--- src/rtl/axis_pkt_trailer.sv ---
// AXI-Stream trailer appender: forwards payload bytes, then appends
// {length[15:8], length[7:0], xor checksum} with TLAST moved to the checksum.
module axis_pkt_trailer #(
    parameter int DW = 8,
    parameter int LW = 16
) (
    input  logic          clk,
    input  logic          reset,
    input  logic [DW-1:0] s_data_in,
    input  logic          s_valid,
    input  logic          s_last,
    output logic          s_ready,
    output logic [DW-1:0] m_data_out,
    output logic          m_valid,
    output logic          m_last,
    input  logic          m_ready,
    output logic [LW-1:0] pkt_count,
    output logic          busy
);

    // state    | meaning
    // PASS     | forwarding payload bytes, input open when output register free
    // T_LEN_HI | emit high byte of payload length
    // T_LEN_LO | emit low byte of payload length
    // T_CSUM   | emit xor checksum with m_last, then clear accumulators
    typedef enum logic [1:0] {
        PASS     = 2'd0,
        T_LEN_HI = 2'd1,
        T_LEN_LO = 2'd2,
        T_CSUM   = 2'd3
    } state_t;

    state_t        r_state;
    logic [LW-1:0] r_len;
    logic [DW-1:0] r_csum;

    logic w_free;
    logic w_in_hs;
    logic w_out_hs;

    assign w_free   = !m_valid || m_ready;
    assign s_ready  = reset && (r_state == PASS) && w_free;
    assign w_in_hs  = s_valid && s_ready;
    assign w_out_hs = m_valid && m_ready;

    always_ff @(posedge clk or negedge reset) begin
        if (!reset) begin
            r_state    <= PASS;
            r_len      <= '0;
            r_csum     <= '0;
            m_data_out <= '0;
            m_valid    <= 1'b0;
            m_last     <= 1'b0;
            pkt_count  <= '0;
            busy       <= 1'b0;
        end else begin
            if (w_out_hs && m_last) begin
                pkt_count <= pkt_count + LW'(1);
                busy      <= 1'b0;
            end
            // a new packet starting on the checksum's accept cycle keeps busy high
            if (w_in_hs) begin
                busy <= 1'b1;
            end

            case (r_state)
                PASS: begin
                    if (w_in_hs) begin
                        m_data_out <= s_data_in;
                        m_valid    <= 1'b1;
                        m_last     <= 1'b0;
                        r_len      <= r_len + LW'(1);
                        r_csum     <= r_csum ^ s_data_in;
                        if (s_last) begin
                            r_state <= T_LEN_HI;
                        end
                    end else if (w_free) begin
                        m_valid <= 1'b0;
                    end
                end
                T_LEN_HI: begin
                    if (w_free) begin
                        m_data_out <= r_len[15:8];
                        m_valid    <= 1'b1;
                        m_last     <= 1'b0;
                        r_state    <= T_LEN_LO;
                    end
                end
                T_LEN_LO: begin
                    if (w_free) begin
                        m_data_out <= r_len[7:0];
                        m_valid    <= 1'b1;
                        m_last     <= 1'b0;
                        r_state    <= T_CSUM;
                    end
                end
                T_CSUM: begin
                    if (w_free) begin
                        m_data_out <= r_csum;
                        m_valid    <= 1'b1;
                        m_last     <= 1'b1;
                        r_len      <= '0;
                        r_csum     <= '0;
                        r_state    <= PASS;
                    end
                end
                default: r_state <= PASS;
            endcase
        end
    end

endmodule

--- config.mk ---
export PLATFORM = sky130hd
export DESIGN_NAME = axis_pkt_trailer
export DESIGN_NICKNAME = d
export VERILOG_FILES = /design/src/rtl/axis_pkt_trailer.sv
export SDC_FILE = /design/constraint.sdc
export NUM_CORES = 1
export LEC_CHECK = 0
export CAP_MARGIN = 20
export CORE_AREA = 3 3 87 89
export CTS_CLUSTER_SIZE = 10
export DETAILED_ROUTE_END_ITERATION = 16
export DIE_AREA = 0 0 90 92
export PLACE_DENSITY = 0.66
export SETUP_SLACK_MARGIN = 0.15
export SYNTH_ARGS = -nofsm -noshare
export SYNTH_HDL_FRONTEND = slang
export SYNTH_SLANG_ARGS = --single-unit
--- constraint.sdc ---
create_clock -name clk -period 2.3 [get_ports clk]
set_input_delay 0.46 -clock clk [delete_from_list [all_inputs] [get_ports clk]]
set_output_delay 0.46 -clock clk [all_outputs]
set_load 0.005 [all_outputs]
==> metrics.txt, run 1 <==
status completed; critical path class input port to output port; Finished Cell Area 3460 µm²; critical path required time 1.84 ns; Slew headroom 61.3%; wire length per cell 15.8 µm; Non-Filler Instances 415; ys flop type dfrtp_1; Placed Instance Area 3300 µm²; unrepaired setup endpoints after global routing no; Layout Area Growth over Synthesis 25.8%; hpwl dp 4640 µm; number of top-level pins 41; CTS tree done; total gr overflow 0; final setup margin 0.266 ns; Post-Route WL 6550 µm; clock buffer depth 2; drt first pass iters 4; Min-Delay Path Class flip-flop to flip-flop; Tot GR Track Use 16.5%; Initial Utilization 40.3%; share of cells above drive strength 1 15.7%; Synth Area per Inst 10.4 µm²; Setup crit end kind output port; synthesized net count 285; Post-synth ARST share 100%; Ant. Diodes 0; clk root buf clkbuf_8; largest net degree at the start of global routing 39; vias after detailed routing 2271; CTS sink count 53; Crit Path Max Fanout 6; flip-flop and latch count after synthesis 53; Final Hold Viols 0; Final ANT Viol Nets 0; Max Clk Rate 492 MHz; Via density 5.47; final hold slack 0.473 ns; initial antenna violation count 0; TritonCTS buffer count 5; Die H 92 µm; setup total negative slack 0 ns; max_cap viols 0; LEAKAGE 1.50 nW; Peak VDD IR 0.389 mV; Final setup viols 0; H-Tree Depth 2; Slew Limit Fails 0; GPL Wtd Cong 0.915; Core Region 6830 µm²; Power Density 1000 nW/µm²; Slew @ Worst Pin 0.581 ns; vias in the first global route 2289; min cycle time layout 2.03 ns; crit path launch reset; Die ar. 8280 µm²; DR DRC count 0; Final #Nets 338; Die X 90 µm; Port Buf Inserts 40; RR Startpoint r_state[0]$_DFFE_PN0P_; Worst-path clk slew 0.10 ns; Netlist cell types 41; dpl cells 401; Syn. warnings 0; CP arrival 1.57 ns; Mapped Area 2750 µm²; fin crit share 88.4%; worst hold start pkt_count[15]$_DFFE_PN0P_; Post-synth EDFFs 0; worst skew pair latency 0.31 ns; clk_skew 0.00755 ns; Filler Cells Inserted 639; initial DRC count 260; Syn Inst Count 265; Worst setup SP type input port; first-pass GRT wire length 11200 µm; pre-CTS setup slack 0.0277 ns; sequential-to-total area share from yosys stat 48.2%; num rows 30
-- logic make-up after synthesis --
| logic type | Yosys count | synth area share, % |
|---|---|---|
| fa+ha+maj | 7 | 3.18 |
| xor+xnor | 24 | 7.63 |
| simple gates | 93 | 19.1 |
| buf+inv | 22 | 4.00 |
| flops | 53 | 48.2 |
| compound gates | 54 | 13.1 |
| mux | 12 | 4.82 |
-- state kept, by name, indices dropped and copies added (netlist names) --
register / count
pkt_count: 16
m_valid: 1
r_state: 2
r_len: 16
m_last: 1
m_data_out: 8
r_csum: 8
busy: 1
-- critical path, stage by stage --
cell and delay, ns:
dlygate4sd3_1 0.55, buf_4 0.16, and3_1 0.15, dlygate4sd2_1 0.25
-- per-stage QoR --
| stage | utilization (%) | power (W) |
|---|---|---|
| CTS | 50.2 | 0.00346 |
| finish | 50.7 | 0.00347 |
| global placement | 48.3 | 0.00284 |
| floorplan | - | 0.00230 |
| global route | 50.7 | 0.00372 |
| detailed placement | 48.3 | 0.00287 |
-- layer usage --
metal	share of wire [%]	vias up	global-route usage [%]	wire (µm)
met5	0	-	0	0
met4	1.2	0	5.99	77
met3	4.6	8	2.79	303
met2	49	63	26.0	3190
met1	45	1115	22.8	2980
li1	-	1085	-	-
-- Yosys cell counts, types with 2 or more instances --
cell type / number / share of area, %
dfrtp_1: 53 / 48
and4_4: 2 / 0.82
inv_1: 7 / 0.95
xor2_1: 13 / 4.1
or3_1: 4 / 0.91
xnor2_1: 11 / 3.5
ha_1: 7 / 3.2
and3_1: 5 / 1.1
o31ai_1: 8 / 2.2
nor2b_1: 2 / 0.45
o2bb2ai_1: 2 / 0.64
or4_1: 9 / 2.5
mux2i_1: 2 / 0.73
buf_2: 4 / 0.73
nand4_1: 13 / 3.0
nand2_1: 18 / 2.5
nor2_1: 16 / 2.2
buf_6: 3 / 1.2
a222oi_1: 8 / 2.9
o21ai_0: 13 / 2.4
nand3_1: 14 / 2.5
nor3_1: 2 / 0.36
clkbuf_1: 7 / 0.95
a21oi_1: 15 / 2.7
mux2_2: 10 / 4.1
nor4_1: 2 / 0.45
-- layout make-up --
| class | count | area, µm² | share of cell area, % |
|---|---|---|---|
| clock buffers | 5 | 68.8 | 1.99 |
| clock inverters | 3 | 21.3 | 0.614 |
| inverters | 7 | 26.3 | 0.759 |
| multi-input cells | 190 | 1340 | 38.6 |
| flip-flops and latches | 53 | 1330 | 38.3 |
| well taps | 96 | 120 | 3.47 |
| repair buffers | 61 | 564 | 16.3 |
-- layout by cell type, fill, tap and decap left out, drive strengths merged, types with 3 or more instances in the layout --
master          n
o21ai          14
inv             8
a222oi          8
and3            5
buf            20
xor2           13
mux2           10
nand4          15
o31ai           8
xnor2          11
a21oi          15
nand3          14
or4             9
dfrtp          53
ha              7
clkdlybuf4s50  38
nand2          19
nor2           16
or3             4
and4            3
clkbuf          5
-- path summary, 6_finish.rpt --
path                                             end  depth (start not counted)  slack, ns
setup / recovery                             s_ready                          4       0.27
hold / removal             pkt_count[15]$_DFFE_PN0P_                          1       0.47
setup reg to reg           m_data_out[2]$_DFFE_PN0P_                          7       0.29
hold reg to reg            pkt_count[15]$_DFFE_PN0P_                          1       0.47
max in group asynchronous           busy$_DFFE_PN0P_                          3       1.15
min in group asynchronous        m_valid$_DFFE_PN0P_                          2       0.50
-- timing repair --
action | CTS | global route
gates resized for setup | 4 | 4
buffers inserted | 3 | 1
hold buffers | 1 | 0
gates cloned | 0 | 1
endpoints found under the setup margin | 1 | 3
endpoints found under the hold margin | 1 | 0
-- report_power, final --
group          leakage [nW]  internal, W  switching [W]  total, W
Clock                0.0445     0.000217       0.000319  0.000536
Sequential            0.703      0.00115       0.000211   0.00136
Combinational         0.748     0.000785       0.000783   0.00157
Note: power is estimated with default switching activity, not from simulation.
==> inputs of run 2 (changes only) <==
--- a/config.mk
+++ b/config.mk
@@ -6,11 +6,11 @@
 export NUM_CORES = 1
 export LEC_CHECK = 0
 export CAP_MARGIN = 20
-export CORE_AREA = 3 3 87 89
+export CORE_AREA = 3 3 76 78
 export CTS_CLUSTER_SIZE = 10
 export DETAILED_ROUTE_END_ITERATION = 16
-export DIE_AREA = 0 0 90 92
-export PLACE_DENSITY = 0.66
+export DIE_AREA = 0 0 79 81
+export PLACE_DENSITY = 0.83
 export SETUP_SLACK_MARGIN = 0.15
 export SYNTH_ARGS = -nofsm -noshare
 export SYNTH_HDL_FRONTEND = slang
==> metrics.txt, run 2 (synthesized netlist as in run 1, its figures left out) <==
status completed; P_int 0.00216 W (about the same); CP arrival 2.17 ns (+0.60 ns); Largest regs pkt_count x16, r_len x16; critical path required time 2.50 ns (+0.66 ns); Layout Area Growth over Synthesis 22.5%; vias after detailed routing 2306 (+1.5%); commonest non-fill, non-tap cell in the layout dfrtp_1; crit path launch r_state[0]$_DFFE_PN0P_; min cycle time layout 1.97 ns (-0.0647 ns); Logic pwr share 44.1% (-1.1 points); Worst setup SP type flip-flop; Initial Utilization 53.6% (+13 points); critical-path cell list inv_2, ha_1, nor4_1, a21o_1, buf_4, mux2_2; Power Density 1030 nW/µm² (+2.4%); largest net degree at the start of global routing 30 (-23%); Slew Limit Fails 0 (unchanged); DR DRC count 0 (unchanged); CP peak stage delay 0.40 ns (-0.15 ns); Slew @ Worst Pin 0.567 ns (-0.0141 ns); TritonCTS buffer count 5 (unchanged); Slew headroom 62.2% (+0.94 points); Via density 6.04 (+10%); Slowest-stage cell, CP dfrtp_1; Final ANT Viol Nets 0 (unchanged); wire length per cell 16.3 µm (+3.6%); Die X 79 µm (-12%); Tot GR Track Use 20.6% (+4.1 points); Port Buf Inserts 40 (unchanged); Setup crit end kind flip-flop; clk root buf clkbuf_8; Placed Instance Area 3260 µm² (-1.2%); worst skew pair latency 0.32 ns (about the same); clock power share 16.3% (+0.8 points); first-pass GRT wire length 10600 µm (-5.3%); hpwl dp 4480 µm (-3.4%); initial DRC count 139 (-47%); clk_skew 0.0177 ns (+0.0102 ns); Die ar. 6400 µm² (-23%); total gr overflow 0 (unchanged); dpl cells 374 (-6.7%); setup total negative slack 0 ns (unchanged); Peak VDD IR 0.389 mV (+0.11%); clock buffer depth 2 (unchanged); Finished Cell Area 3370 µm² (-2.6%); Final Hold Viols 0 (unchanged); number of top-level pins 41 (unchanged); initial antenna violation count 0 (unchanged); Post-Route WL 6240 µm (-4.7%); RR Startpoint r_state[0]$_DFFE_PN0P_; num rows 26 (-13%); post-CTS setup buffers 0 (-3); H-Tree Depth 2 (unchanged); r2r setup slk 0.33 ns (+0.04 ns); Min-Delay Path Class input port to async pin; LEAKAGE 1.47 nW (-1.8%); Crit Path Max Fanout 10 (+4); Final setup viols 0 (unchanged); CTS sink count 53 (unchanged); Max Clk Rate 508 MHz (+3.3%); GPL Wtd Cong 0.825 (-9.9%); CTS tree done; Non-Filler Instances 382 (-8.0%); fin crit share 85.6% (-2.8 points); Core Region 5140 µm² (-25%); switching part of the total 37.7% (-0.20 points); share of cells above drive strength 1 13.5% (-2.2 points); most frequent cells in the layout dfrtp_1 (53), clkdlybuf4s50_1 (38), nand2_1 (18); unrepaired setup endpoints after global routing no; max_cap viols 0 (unchanged); Psw 0.00130 W (-0.83%); drt first pass iters 6 (+2); Worst-path clk slew 0.09 ns (about the same); Ant. Diodes 0 (unchanged); Flop pwr share 39.6% (+0.2 points); vias in the first global route 2249 (-1.7%); Die H 81 µm (-12%); Final #Nets 331 (-2.1%); critical path class flip-flop to flip-flop
run 2: cell count changes in the layout (fill, tap and decap cells not counted), sizes merged:
cell           change
clkinv             +1
buf                -5
inv                -1
clkbuf             +1
clkinvlp           -1
dlygate4sd3        -1
clkdlybuf4s15      -1
run 2: per-stage QoR:
stage / worst slack [ns] / total power [W] / hold WS [ns] / utilization (%)
4_1_cts: 0.345 / 0.00345 / 0.215 / 65.6
2_1_floorplan: 0.373 / 0.00230 / 0.164 / -
6_report: 0.330 / 0.00346 / 0.196 / 65.6
5_1_grt: 0.195 / 0.00369 / 0.223 / 65.6
3_3_place_gp: 0.102 / 0.00280 / 0.462 / 63.4
3_5_place_dp: 0.0563 / 0.00287 / 0.467 / 63.4
run 2: area by class of cell:
type | count | area (µm²)
fillers | 417 | 1770
inverters | 7 | 26.3
well taps | 70 | 87.6
multi-input cells | 190 | 1340
clock inverters | 2 | 13.8
flip-flops and latches | 53 | 1330
repair buffers | 54 | 499
clock buffers | 6 | 82.6
run 2: repair_timing:
item,4_1_cts,5_1_grt
endpoints found under the setup margin,1,0
hold buffers,0,0
resized for setup,5,0
run 2: worst max-delay path, delay by kind of cell (launching register included):
family,cells,cell delay (ns)
and+or+nand+nor,1,0.34
muxes,1,0.34
DFF,1,0.40
buffers and inverters,2,0.27
adders and majority gates,1,0.34
AOI/OAI and AO/OA,1,0.18
run 2: per-layer routing:
layer  share of wire, %  track usage, %
met5                  0               0
met4                1.6            6.53
met3                5.6            3.44
met2                 50            34.6
met1                 43            27.4
run 2: final timing paths:
check                      depth (start not counted)                   endpoint
setup / recovery                                   6  m_data_out[5]$_DFFE_PN0P_
hold / removal                                     2   pkt_count[2]$_DFFE_PN0P_
setup reg to reg                                   6  m_data_out[5]$_DFFE_PN0P_
hold reg to reg                                    1  pkt_count[15]$_DFFE_PN0P_
max in group asynchronous                          2       r_len[0]$_DFFE_PN0P_
min in group clk                                   1  pkt_count[15]$_DFFE_PN0P_
run 2: power by group through the flow:
stage | Sequential [W] | Clock, W | Combinational, W
after global placement | 0.00137 | 0 | 0.00143
after detailed placement | 0.00138 | 0 | 0.00149
final | 0.00137 | 0.000563 | 0.00153
after floorplan | 0.00134 | 0 | 0.000962
after CTS | 0.00137 | 0.000561 | 0.00152
after global routing | 0.00140 | 0.000603 | 0.00168
